--- config.mk ---
export PLATFORM = sky130hd
export DESIGN_NAME = idexreg_flat
export DESIGN_NICKNAME = d
export VERILOG_FILES = /design/src/rtl/idexreg_if.sv /design/src/rtl/idexreg.sv /design/src/flat_wrapper.sv
export SDC_FILE = /design/constraint.sdc
export NUM_CORES = 1
export LEC_CHECK = 0
export CAP_MARGIN = 5
export CORE_UTILIZATION = 35
export DETAILED_ROUTE_END_ITERATION = 16
export GPL_TIMING_DRIVEN = 0
export SLEW_MARGIN = 20
export SYNTH_ARGS = -nofsm -noshare
export SYNTH_HDL_FRONTEND = slang
export SYNTH_SLANG_ARGS = --single-unit
--- constraint.sdc ---
create_clock -name clk -period 2.62 [get_ports clk]
set_clock_uncertainty 0.1 [all_clocks]
set_input_delay 0.262 -clock clk [delete_from_list [all_inputs] [get_ports clk]]
set_output_delay 0.262 -clock clk [all_outputs]
set_load 0.03 [all_outputs]
--- src/rtl/idexreg_if.sv ---
`default_nettype none
// ============================================================================
//  Module      : idexreg_if
//  Description : ID->EX pipeline-register bus. Bundles the upstream (ID)
//                handshake and decoded payload, the downstream (EX)
//                handshake and registered payload, flush and hazard.
//  Revision    : 1.0 - initial release
// ============================================================================
interface idexreg_if #(
    parameter int DW = 32
);
    // Control from the pipeline
    logic          flush;
    logic          hazard;

    // Upstream (ID) side
    logic          in_valid;
    logic          in_ready;
    logic          alualtsrcin;
    logic [1:0]    alusrcin;
    logic [1:0]    regdstin;
    logic [2:0]    aluopin;
    logic          memreadin;
    logic          regwritein;
    logic [4:0]    rsin;
    logic [4:0]    rtin;
    logic [4:0]    rdin;
    logic [DW-1:0] rsdatain;
    logic [DW-1:0] rtdatain;
    logic [DW-1:0] immin;

    // Downstream (EX) side
    logic          out_valid;
    logic          out_ready;
    logic          alualtsrcout;
    logic [1:0]    alusrcout;
    logic [1:0]    regdstout;
    logic [2:0]    aluopout;
    logic          memreadout;
    logic          regwriteout;
    logic [4:0]    rsout;
    logic [4:0]    rtout;
    logic [4:0]    rdout;
    logic [DW-1:0] rsdataout;
    logic [DW-1:0] rtdataout;
    logic [DW-1:0] immout;

    // The pipeline stage itself
    modport slave (
        input  flush, in_valid, alualtsrcin, alusrcin, regdstin, aluopin,
               memreadin, regwritein, rsin, rtin, rdin, rsdatain, rtdatain,
               immin, out_ready,
        output in_ready, hazard, out_valid, alualtsrcout, alusrcout,
               regdstout, aluopout, memreadout, regwriteout, rsout, rtout,
               rdout, rsdataout, rtdataout, immout
    );

    // The surrounding pipeline (ID producer, EX consumer)
    modport master (
        output flush, in_valid, alualtsrcin, alusrcin, regdstin, aluopin,
               memreadin, regwritein, rsin, rtin, rdin, rsdatain, rtdatain,
               immin, out_ready,
        input  in_ready, hazard, out_valid, alualtsrcout, alusrcout,
               regdstout, aluopout, memreadout, regwriteout, rsout, rtout,
               rdout, rsdataout, rtdataout, immout
    );
endinterface
`default_nettype wire

--- src/rtl/idexreg.sv ---
`default_nettype none
// ============================================================================
//  Module      : idexreg
//  Description : Decode/Execute pipeline register. Two-entry skid buffer
//                (output register + skid register) with valid/ready
//                handshakes, load-use bubble insertion and synchronous
//                flush.
//  Revision    : 1.0 - initial release
// ============================================================================
module idexreg #(
    parameter int DW         = 32,
    parameter int LU_BUBBLES = 1
) (
    input  var logic   clk,
    input  var logic   rst_n,
    idexreg_if.slave   bus
);

    localparam logic [1:0] c_LU_BUBBLES = 2'(LU_BUBBLES);

    typedef struct packed {
        logic          alualtsrc;
        logic [1:0]    alusrc;
        logic [1:0]    regdst;
        logic [2:0]    aluop;
        logic          memread;
        logic          regwrite;
        logic [4:0]    rs;
        logic [4:0]    rt;
        logic [4:0]    rd;
        logic [DW-1:0] rsdata;
        logic [DW-1:0] rtdata;
        logic [DW-1:0] imm;
    } entry_t;

    // A held load whose destination is read by the instruction in ID.
    // Register 0 is hard-wired and never creates a dependency.
    function automatic logic f_match(input logic       vld,
                                     input logic       memread,
                                     input logic [4:0] rt,
                                     input logic [4:0] rs_in,
                                     input logic [4:0] rt_in);
        return vld & memread & (rt != 5'd0) & ((rt == rs_in) | (rt == rt_in));
    endfunction

    entry_t     out_q,       out_d;
    entry_t     skid_q,      skid_d;
    logic       out_valid_q, out_valid_d;
    logic       skid_valid_q, skid_valid_d;
    logic [1:0] ld_cnt_q,    ld_cnt_d;
    logic [4:0] ld_rt_q,     ld_rt_d;

    entry_t     w_in_entry;
    logic       w_hazard;
    logic       w_in_ready;
    logic       w_accept;
    logic       w_xfer;

    // Pack the decoded ID payload into one entry
    always_comb begin
        w_in_entry           = '0;
        w_in_entry.alualtsrc = bus.alualtsrcin;
        w_in_entry.alusrc    = bus.alusrcin;
        w_in_entry.regdst    = bus.regdstin;
        w_in_entry.aluop     = bus.aluopin;
        w_in_entry.memread   = bus.memreadin;
        w_in_entry.regwrite  = bus.regwritein;
        w_in_entry.rs        = bus.rsin;
        w_in_entry.rt        = bus.rtin;
        w_in_entry.rd        = bus.rdin;
        w_in_entry.rsdata    = bus.rsdatain;
        w_in_entry.rtdata    = bus.rtdatain;
        w_in_entry.imm       = bus.immin;
    end

    // Load-use detection against both held entries and the bubble window
    always_comb begin
        w_hazard   = bus.in_valid &
                     ( f_match(out_valid_q, out_q.memread, out_q.rt, bus.rsin, bus.rtin)
                     | f_match(skid_valid_q, skid_q.memread, skid_q.rt, bus.rsin, bus.rtin)
                     | f_match(ld_cnt_q != 2'd0, 1'b1, ld_rt_q, bus.rsin, bus.rtin) );
        w_in_ready = ~skid_valid_q & ~w_hazard & ~bus.flush;
        w_accept   = bus.in_valid & w_in_ready;
        w_xfer     = out_valid_q & bus.out_ready;
    end

    // Next state: output/skid movement, bubble counter, flush override
    always_comb begin
        out_d        = out_q;
        skid_d       = skid_q;
        out_valid_d  = out_valid_q;
        skid_valid_d = skid_valid_q;
        ld_cnt_d     = ld_cnt_q;
        ld_rt_d      = ld_rt_q;

        if (bus.flush) begin
            out_valid_d  = 1'b0;
            skid_valid_d = 1'b0;
            ld_cnt_d     = 2'd0;
        end else begin
            if (!out_valid_q || bus.out_ready) begin
                // Output register is free this edge; skid drains first
                if (skid_valid_q) begin
                    out_d        = skid_q;
                    out_valid_d  = 1'b1;
                    skid_valid_d = 1'b0;
                end else if (w_accept) begin
                    out_d        = w_in_entry;
                    out_valid_d  = 1'b1;
                end else begin
                    out_valid_d  = 1'b0;
                end
            end else if (w_accept) begin
                // EX stalled while ID handed over an instruction: park it
                skid_d       = w_in_entry;
                skid_valid_d = 1'b1;
            end

            if (w_xfer && out_q.memread) begin
                ld_rt_d  = out_q.rt;
                ld_cnt_d = c_LU_BUBBLES;
            end else if (ld_cnt_q != 2'd0) begin
                ld_cnt_d = 2'(ld_cnt_q - 2'd1);
            end
        end
    end

    // State registers with asynchronous clear
    always_ff @(posedge clk or negedge rst_n) begin
        if (!rst_n) begin
            out_q        <= '0;
            skid_q       <= '0;
            out_valid_q  <= 1'b0;
            skid_valid_q <= 1'b0;
            ld_cnt_q     <= 2'd0;
            ld_rt_q      <= 5'd0;
        end else begin
            out_q        <= out_d;
            skid_q       <= skid_d;
            out_valid_q  <= out_valid_d;
            skid_valid_q <= skid_valid_d;
            ld_cnt_q     <= ld_cnt_d;
            ld_rt_q      <= ld_rt_d;
        end
    end

    assign bus.in_ready     = w_in_ready;
    assign bus.hazard       = w_hazard;
    assign bus.out_valid    = out_valid_q;
    assign bus.alualtsrcout = out_q.alualtsrc;
    assign bus.alusrcout    = out_q.alusrc;
    assign bus.regdstout    = out_q.regdst;
    assign bus.aluopout     = out_q.aluop;
    assign bus.memreadout   = out_q.memread;
    assign bus.regwriteout  = out_q.regwrite;
    assign bus.rsout        = out_q.rs;
    assign bus.rtout        = out_q.rt;
    assign bus.rdout        = out_q.rd;
    assign bus.rsdataout    = out_q.rsdata;
    assign bus.rtdataout    = out_q.rtdata;
    assign bus.immout       = out_q.imm;

endmodule
`default_nettype wire

--- src/flat_wrapper.sv ---
// flat-port wrapper written by rule: the top's interface ports become plain ports
module idexreg_flat 
#(
    parameter int DW         = 32,
    parameter int LU_BUBBLES = 1
)
  (clk, rst_n, bus_flush, bus_in_valid, bus_alualtsrcin, bus_alusrcin, bus_regdstin, bus_aluopin, bus_memreadin, bus_regwritein, bus_rsin, bus_rtin, bus_rdin, bus_rsdatain, bus_rtdatain, bus_immin, bus_out_ready, bus_in_ready, bus_hazard, bus_out_valid, bus_alualtsrcout, bus_alusrcout, bus_regdstout, bus_aluopout, bus_memreadout, bus_regwriteout, bus_rsout, bus_rtout, bus_rdout, bus_rsdataout, bus_rtdataout, bus_immout);
  idexreg_if #(.DW(DW)) bus_i ();
  input  var logic clk;
  input  var logic rst_n;
  input wire logic [$bits(bus_i.flush)-1:0] bus_flush;
  input wire logic [$bits(bus_i.in_valid)-1:0] bus_in_valid;
  input wire logic [$bits(bus_i.alualtsrcin)-1:0] bus_alualtsrcin;
  input wire logic [$bits(bus_i.alusrcin)-1:0] bus_alusrcin;
  input wire logic [$bits(bus_i.regdstin)-1:0] bus_regdstin;
  input wire logic [$bits(bus_i.aluopin)-1:0] bus_aluopin;
  input wire logic [$bits(bus_i.memreadin)-1:0] bus_memreadin;
  input wire logic [$bits(bus_i.regwritein)-1:0] bus_regwritein;
  input wire logic [$bits(bus_i.rsin)-1:0] bus_rsin;
  input wire logic [$bits(bus_i.rtin)-1:0] bus_rtin;
  input wire logic [$bits(bus_i.rdin)-1:0] bus_rdin;
  input wire logic [$bits(bus_i.rsdatain)-1:0] bus_rsdatain;
  input wire logic [$bits(bus_i.rtdatain)-1:0] bus_rtdatain;
  input wire logic [$bits(bus_i.immin)-1:0] bus_immin;
  input wire logic [$bits(bus_i.out_ready)-1:0] bus_out_ready;
  output wire logic [$bits(bus_i.in_ready)-1:0] bus_in_ready;
  output wire logic [$bits(bus_i.hazard)-1:0] bus_hazard;
  output wire logic [$bits(bus_i.out_valid)-1:0] bus_out_valid;
  output wire logic [$bits(bus_i.alualtsrcout)-1:0] bus_alualtsrcout;
  output wire logic [$bits(bus_i.alusrcout)-1:0] bus_alusrcout;
  output wire logic [$bits(bus_i.regdstout)-1:0] bus_regdstout;
  output wire logic [$bits(bus_i.aluopout)-1:0] bus_aluopout;
  output wire logic [$bits(bus_i.memreadout)-1:0] bus_memreadout;
  output wire logic [$bits(bus_i.regwriteout)-1:0] bus_regwriteout;
  output wire logic [$bits(bus_i.rsout)-1:0] bus_rsout;
  output wire logic [$bits(bus_i.rtout)-1:0] bus_rtout;
  output wire logic [$bits(bus_i.rdout)-1:0] bus_rdout;
  output wire logic [$bits(bus_i.rsdataout)-1:0] bus_rsdataout;
  output wire logic [$bits(bus_i.rtdataout)-1:0] bus_rtdataout;
  output wire logic [$bits(bus_i.immout)-1:0] bus_immout;
  assign bus_i.flush = bus_flush;
  assign bus_i.in_valid = bus_in_valid;
  assign bus_i.alualtsrcin = bus_alualtsrcin;
  assign bus_i.alusrcin = bus_alusrcin;
  assign bus_i.regdstin = bus_regdstin;
  assign bus_i.aluopin = bus_aluopin;
  assign bus_i.memreadin = bus_memreadin;
  assign bus_i.regwritein = bus_regwritein;
  assign bus_i.rsin = bus_rsin;
  assign bus_i.rtin = bus_rtin;
  assign bus_i.rdin = bus_rdin;
  assign bus_i.rsdatain = bus_rsdatain;
  assign bus_i.rtdatain = bus_rtdatain;
  assign bus_i.immin = bus_immin;
  assign bus_i.out_ready = bus_out_ready;
  assign bus_in_ready = bus_i.in_ready;
  assign bus_hazard = bus_i.hazard;
  assign bus_out_valid = bus_i.out_valid;
  assign bus_alualtsrcout = bus_i.alualtsrcout;
  assign bus_alusrcout = bus_i.alusrcout;
  assign bus_regdstout = bus_i.regdstout;
  assign bus_aluopout = bus_i.aluopout;
  assign bus_memreadout = bus_i.memreadout;
  assign bus_regwriteout = bus_i.regwriteout;
  assign bus_rsout = bus_i.rsout;
  assign bus_rtout = bus_i.rtout;
  assign bus_rdout = bus_i.rdout;
  assign bus_rsdataout = bus_i.rsdataout;
  assign bus_rtdataout = bus_i.rtdataout;
  assign bus_immout = bus_i.immout;
  idexreg #(.DW(DW), .LU_BUBBLES(LU_BUBBLES)) u_core (.clk(clk), .rst_n(rst_n), .bus(bus_i));
endmodule
==> results.txt <==
----------------------------------------------------
[Pwr]
  Pleak ... 0.00780 µW
  Worst vdd ir ... 558 µV
  Pwr dens ... 970 mW/mm²

[Synthesis]
  Fraction of synthesized cell area taken by the top area cell type ... 48.9%
  Number of warnings printed during yosys synthesis ... 0
  Syn_area_per_cell ... 10.6 µm²
  Post-Synthesis Cell Area ... 0.0128 mm²
  Syn nets ... 1336
  Register bit total from synthesis ... 251
  Synth unique cells ... 28
  Top post-synthesis cells by area ... sky130_fd_sc_hd__dfrtp_1, sky130_fd_sc_hd__mux2_4, sky130_fd_sc_hd__nor3_1
  Cell count after synthesis ... 1209
  Sequential area share after synthesis ... 48.9%
  Cell accounting for the most synthesized area ... sky130_fd_sc_hd__dfrtp_1

[Clock network]
  Clock Path Buffers ... 3
  Clock tree from TritonCTS ... built
  Clock insertion delay at the later pin of the skew report ... 550 ps
  Clock Pin Slew Worst Setup and Hold Paths ... 60 ps
  Cell at the root of the clock tree ... sky130_fd_sc_hd__clkbuf_16
  Deepest level of the CTS H-tree ... 1
  Num CTS Buffers ... 30
  Number of sinks on the clock net ... 251

[Worst setup path]
  Cells on worst reg2reg path ... 10
  Crit. End Element ... register
  Crit path max-delay cell type ... sky130_fd_sc_hd__dfrtp_2
  End of the worst register-to-register path ... u_core.skid_q[9]
  Required time at the worst-slack endpoint ... 2960 ps
  Startpoint of the worst-slack reg-to-reg timing path ... u_core.bus.rtout[2]
  Critical path, cell by cell ... or3_1 > o311a_1 > a222oi_1 > buf_4 > buf_4 > buf_12 > nand3_4 > clkbuf_16 > clkbuf_16 > mux2_4
  R2r setup slk ... -320 ps
  CP Max Fanout ... 7
  Worst setup path category ... reg -> reg
  Kind of start point of the critical path ... register
  Delay of the slowest cell on the worst path ... 410 ps
  Arrival time worst endpoint ... 3280 ps

[Route]
  DRC violation count after routing ... 0
  Average detailed-routed wire length per instance ... 22.6 µm
  Detail Route Antenna Nets ... 0
  Number of design-rule violations left by the first detailed-router iteration ... 822
  Routed wire length ... 45100 µm
  Number of optimization iterations in the first detailed-route pass ... 5
  Vias per std cell ... 5.70
  Number of vias after detailed routing ... 11400

[Floorplanning]
  Initial cell density of the core ... 35.9%
  Number of placed I/O pins ... 250
  Rows ... 69
  Die Wd ... 194 µm
  DIE AREA ... 0.0375 mm²
  Core area ... 0.0358 mm²
  Die Y-Extent ... 194 µm

[Outcome]
  Violations in the final reports ... negative setup slack
  Result of the run ... complete, but fails checks

[STA]
  Worst-Margin Slew ... 954 ps
  Final hold viol count ... 0
  Final-report max-slew violation count ... 0
  Setup repair after global routing missed its margin ... true
  Post-route minimum period ... 2940 ps
  Maximum operating frequency ... 341 MHz
  Least setup slack across all paths after layout ... -317 ps
  Final setup violation count ... 235
  Relative slew slack ... 36.4%
  Period utilization ... 112%

[GRT]
  Global-route usage over all layers ... 22.6%
  Antenna violations before repair ... 2
  First-pass GRT wire length ... 67800 µm
  Final global-route overflow total ... 0
  Largest net degree at the start of global routing ... 94
  Number of global-route vias before repair ... 11400

[Final layout]
  Fin cells ... 1996
  Proportion of layout cells with a drive suffix above 1 ... 17.1%
  Area Overhead vs Synth ... 38.9%
  Final antenna diode count ... 0
  Leading cell types in the layout, fill and taps excluded ... sky130_fd_sc_hd__dfrtp_1, sky130_fd_sc_hd__nor3_1, sky130_fd_sc_hd__clkdlybuf4s50_1
  Design Area, Final ... 0.0178 mm²
  Most common cell after layout, fill and taps aside ... sky130_fd_sc_hd__dfrtp_1
  Layout net count ... 1640

[Place]
  Post-place instance area ... 0.0159 mm²
  Number of I/O port buffers ... 237
  Placed instance count ... 1909
  Gpl congestion ... 0.823
  Estimated wirelength of the detail-placed design ... 28700 µm

[Min path]
  Hold path endpoint ... u_core.ld_cnt_q[1]
  Type of the worst min-delay path ... in -> reg
  Worst hold path depth ... 2
  Min-Delay Startpoint ... bus_flush

[Job]
  Max-cap viol count ... 0

----------------------------------------------------
==> registers in the layout (all words and copies together) (netlist names) <==
signal / count
u_core.bus.immout: 32
u_core.bus.memreadout: 1
u_core.bus.alusrcout: 2
u_core.skid_q: 121
u_core.bus.rtout: 5
u_core.bus.rdout: 5
u_core.bus.alualtsrcout: 1
u_core.bus.rsout: 5
u_core.ld_rt_q: 5
u_core.bus.out_valid: 1
u_core.bus.aluopout: 3
u_core.skid_valid_q: 1
u_core.bus.rsdataout: 32
u_core.ld_cnt_q: 2
u_core.bus.rtdataout: 32
u_core.bus.regdstout: 2
u_core.bus.regwriteout: 1
==> area by class of cell <==
class	count	area (µm²)
fill	3274	18000
sequential	251	6280
multi-input combinational	807	5930
timing repair buffer	276	3150
buffer	144	935
clock buffer	47	916
tap	461	577
clock inverter	7	37.5
inverter	3	11.3
==> worst max-delay path by stage <==
stage / start / endpoint / slack (ps) / cells past startpoint
6_report: u_core.bus.rtout[2] / u_core.skid_q[9] / -320 / 10
5_1_grt: u_core.bus.rtout[2] / bus_in_ready / -440 / 8
4_1_cts: u_core.bus.rtout[2] / bus_in_ready / -340 / 8
3_5_place_dp: u_core.bus.rtout[0] / bus_in_ready / -810 / 8
3_3_place_gp: rst_n / u_core.bus.rtout[1] / -11210 / 1
2_1_floorplan: u_core.bus.rtout[0] / bus_in_ready / 8 / 7
==> cells in the mapped netlist <==
cell,count
sky130_fd_sc_hd__nor2b_1,2
sky130_fd_sc_hd__nand2_1,10
sky130_fd_sc_hd__nor3b_1,1
sky130_fd_sc_hd__or3_1,1
sky130_fd_sc_hd__mux2_4,90
sky130_fd_sc_hd__ha_1,1
sky130_fd_sc_hd__buf_2,17
sky130_fd_sc_hd__o311a_1,1
sky130_fd_sc_hd__buf_6,10
sky130_fd_sc_hd__a211o_1,1
sky130_fd_sc_hd__or2_2,1
sky130_fd_sc_hd__o21ai_0,1
sky130_fd_sc_hd__nand2b_1,2
sky130_fd_sc_hd__nor3_1,245
sky130_fd_sc_hd__nor2_1,4
sky130_fd_sc_hd__xnor2_1,30
sky130_fd_sc_hd__inv_1,3
sky130_fd_sc_hd__xor2_1,1
sky130_fd_sc_hd__o22ai_1,123
sky130_fd_sc_hd__mux2_2,36
sky130_fd_sc_hd__nand3_2,1
sky130_fd_sc_hd__nand3_1,9
sky130_fd_sc_hd__and3_1,120
sky130_fd_sc_hd__a211oi_1,120
sky130_fd_sc_hd__clkbuf_1,121
sky130_fd_sc_hd__a21oi_1,6
sky130_fd_sc_hd__a222oi_1,1
sky130_fd_sc_hd__dfrtp_1,251
==> metal layers <==
metal  vias to the layer above  part of all wire, %  GRT usage (%)
li1                       5184                    -              -
met1                      5745                   45           31.9
met5                         -                0.071              0
met3                        72                  5.4           3.36
met4                         4                  2.6           6.70
met2                       375                   47           35.8
==> kinds of logic after synthesis <==
family | count (synthesis) | synth area share [%]
AOI/OAI and AO/OA | 253 | 13.5
adders and majority gates | 1 | 0.0974
buffers and inverters | 151 | 5.16
DFF | 251 | 48.9
and+or+nand+nor | 396 | 16.6
muxes | 126 | 13.7
xor gates and xnor gates | 31 | 2.11
==> repair_timing <==
action                                  4_1_cts  5_1_grt
setup buffers                                 5        8
endpoints found under the setup margin      246      244
hold buffers                                  1        0
gates resized for setup                      51       89
gates cloned                                  0       23
pin swaps                                     4        7
hold endpoints to repair                     66        0
==> metrics by stage <==
| stage | setup TNS, ps | hold WS, ps | worst slack, ps | util, % | total power, µW |
|---|---|---|---|---|---|
| final | -43740 | 28.1 | -317 | 49.8 | 17300 |
| after global routing | -73590 | 38.5 | -438 | 49.8 | 18100 |
| after CTS | -43910 | 9.11 | -339 | 47.4 | 17000 |
| after detailed placement | -117940 | 159 | -811 | 44.3 | 12800 |
| after global placement | -2672910 | 387 | -11210 | 44.1 | 12600 |
| after floorplan | 0 | -134 | 7.79 | - | 10200 |
==> critical path, delay by kind of cell, from the launching register on <==
| kind | cells | cell delay [ps] |
|---|---|---|
| AO/OA/AOI/OAI | 2 | 570 |
| buffers and inverters | 5 | 910 |
| flip-flops | 1 | 410 |
| multiplexers | 1 | 290 |
| AND/OR/NAND/NOR | 2 | 530 |
==> power by group <==
part	total [µW]	switching (µW)	internal, µW
clock	4060	1690	2380
combinational	6800	3330	3480
sequential	6450	1150	5290
total	17300	6170	11100
Power figures use the tool's default switching activity.
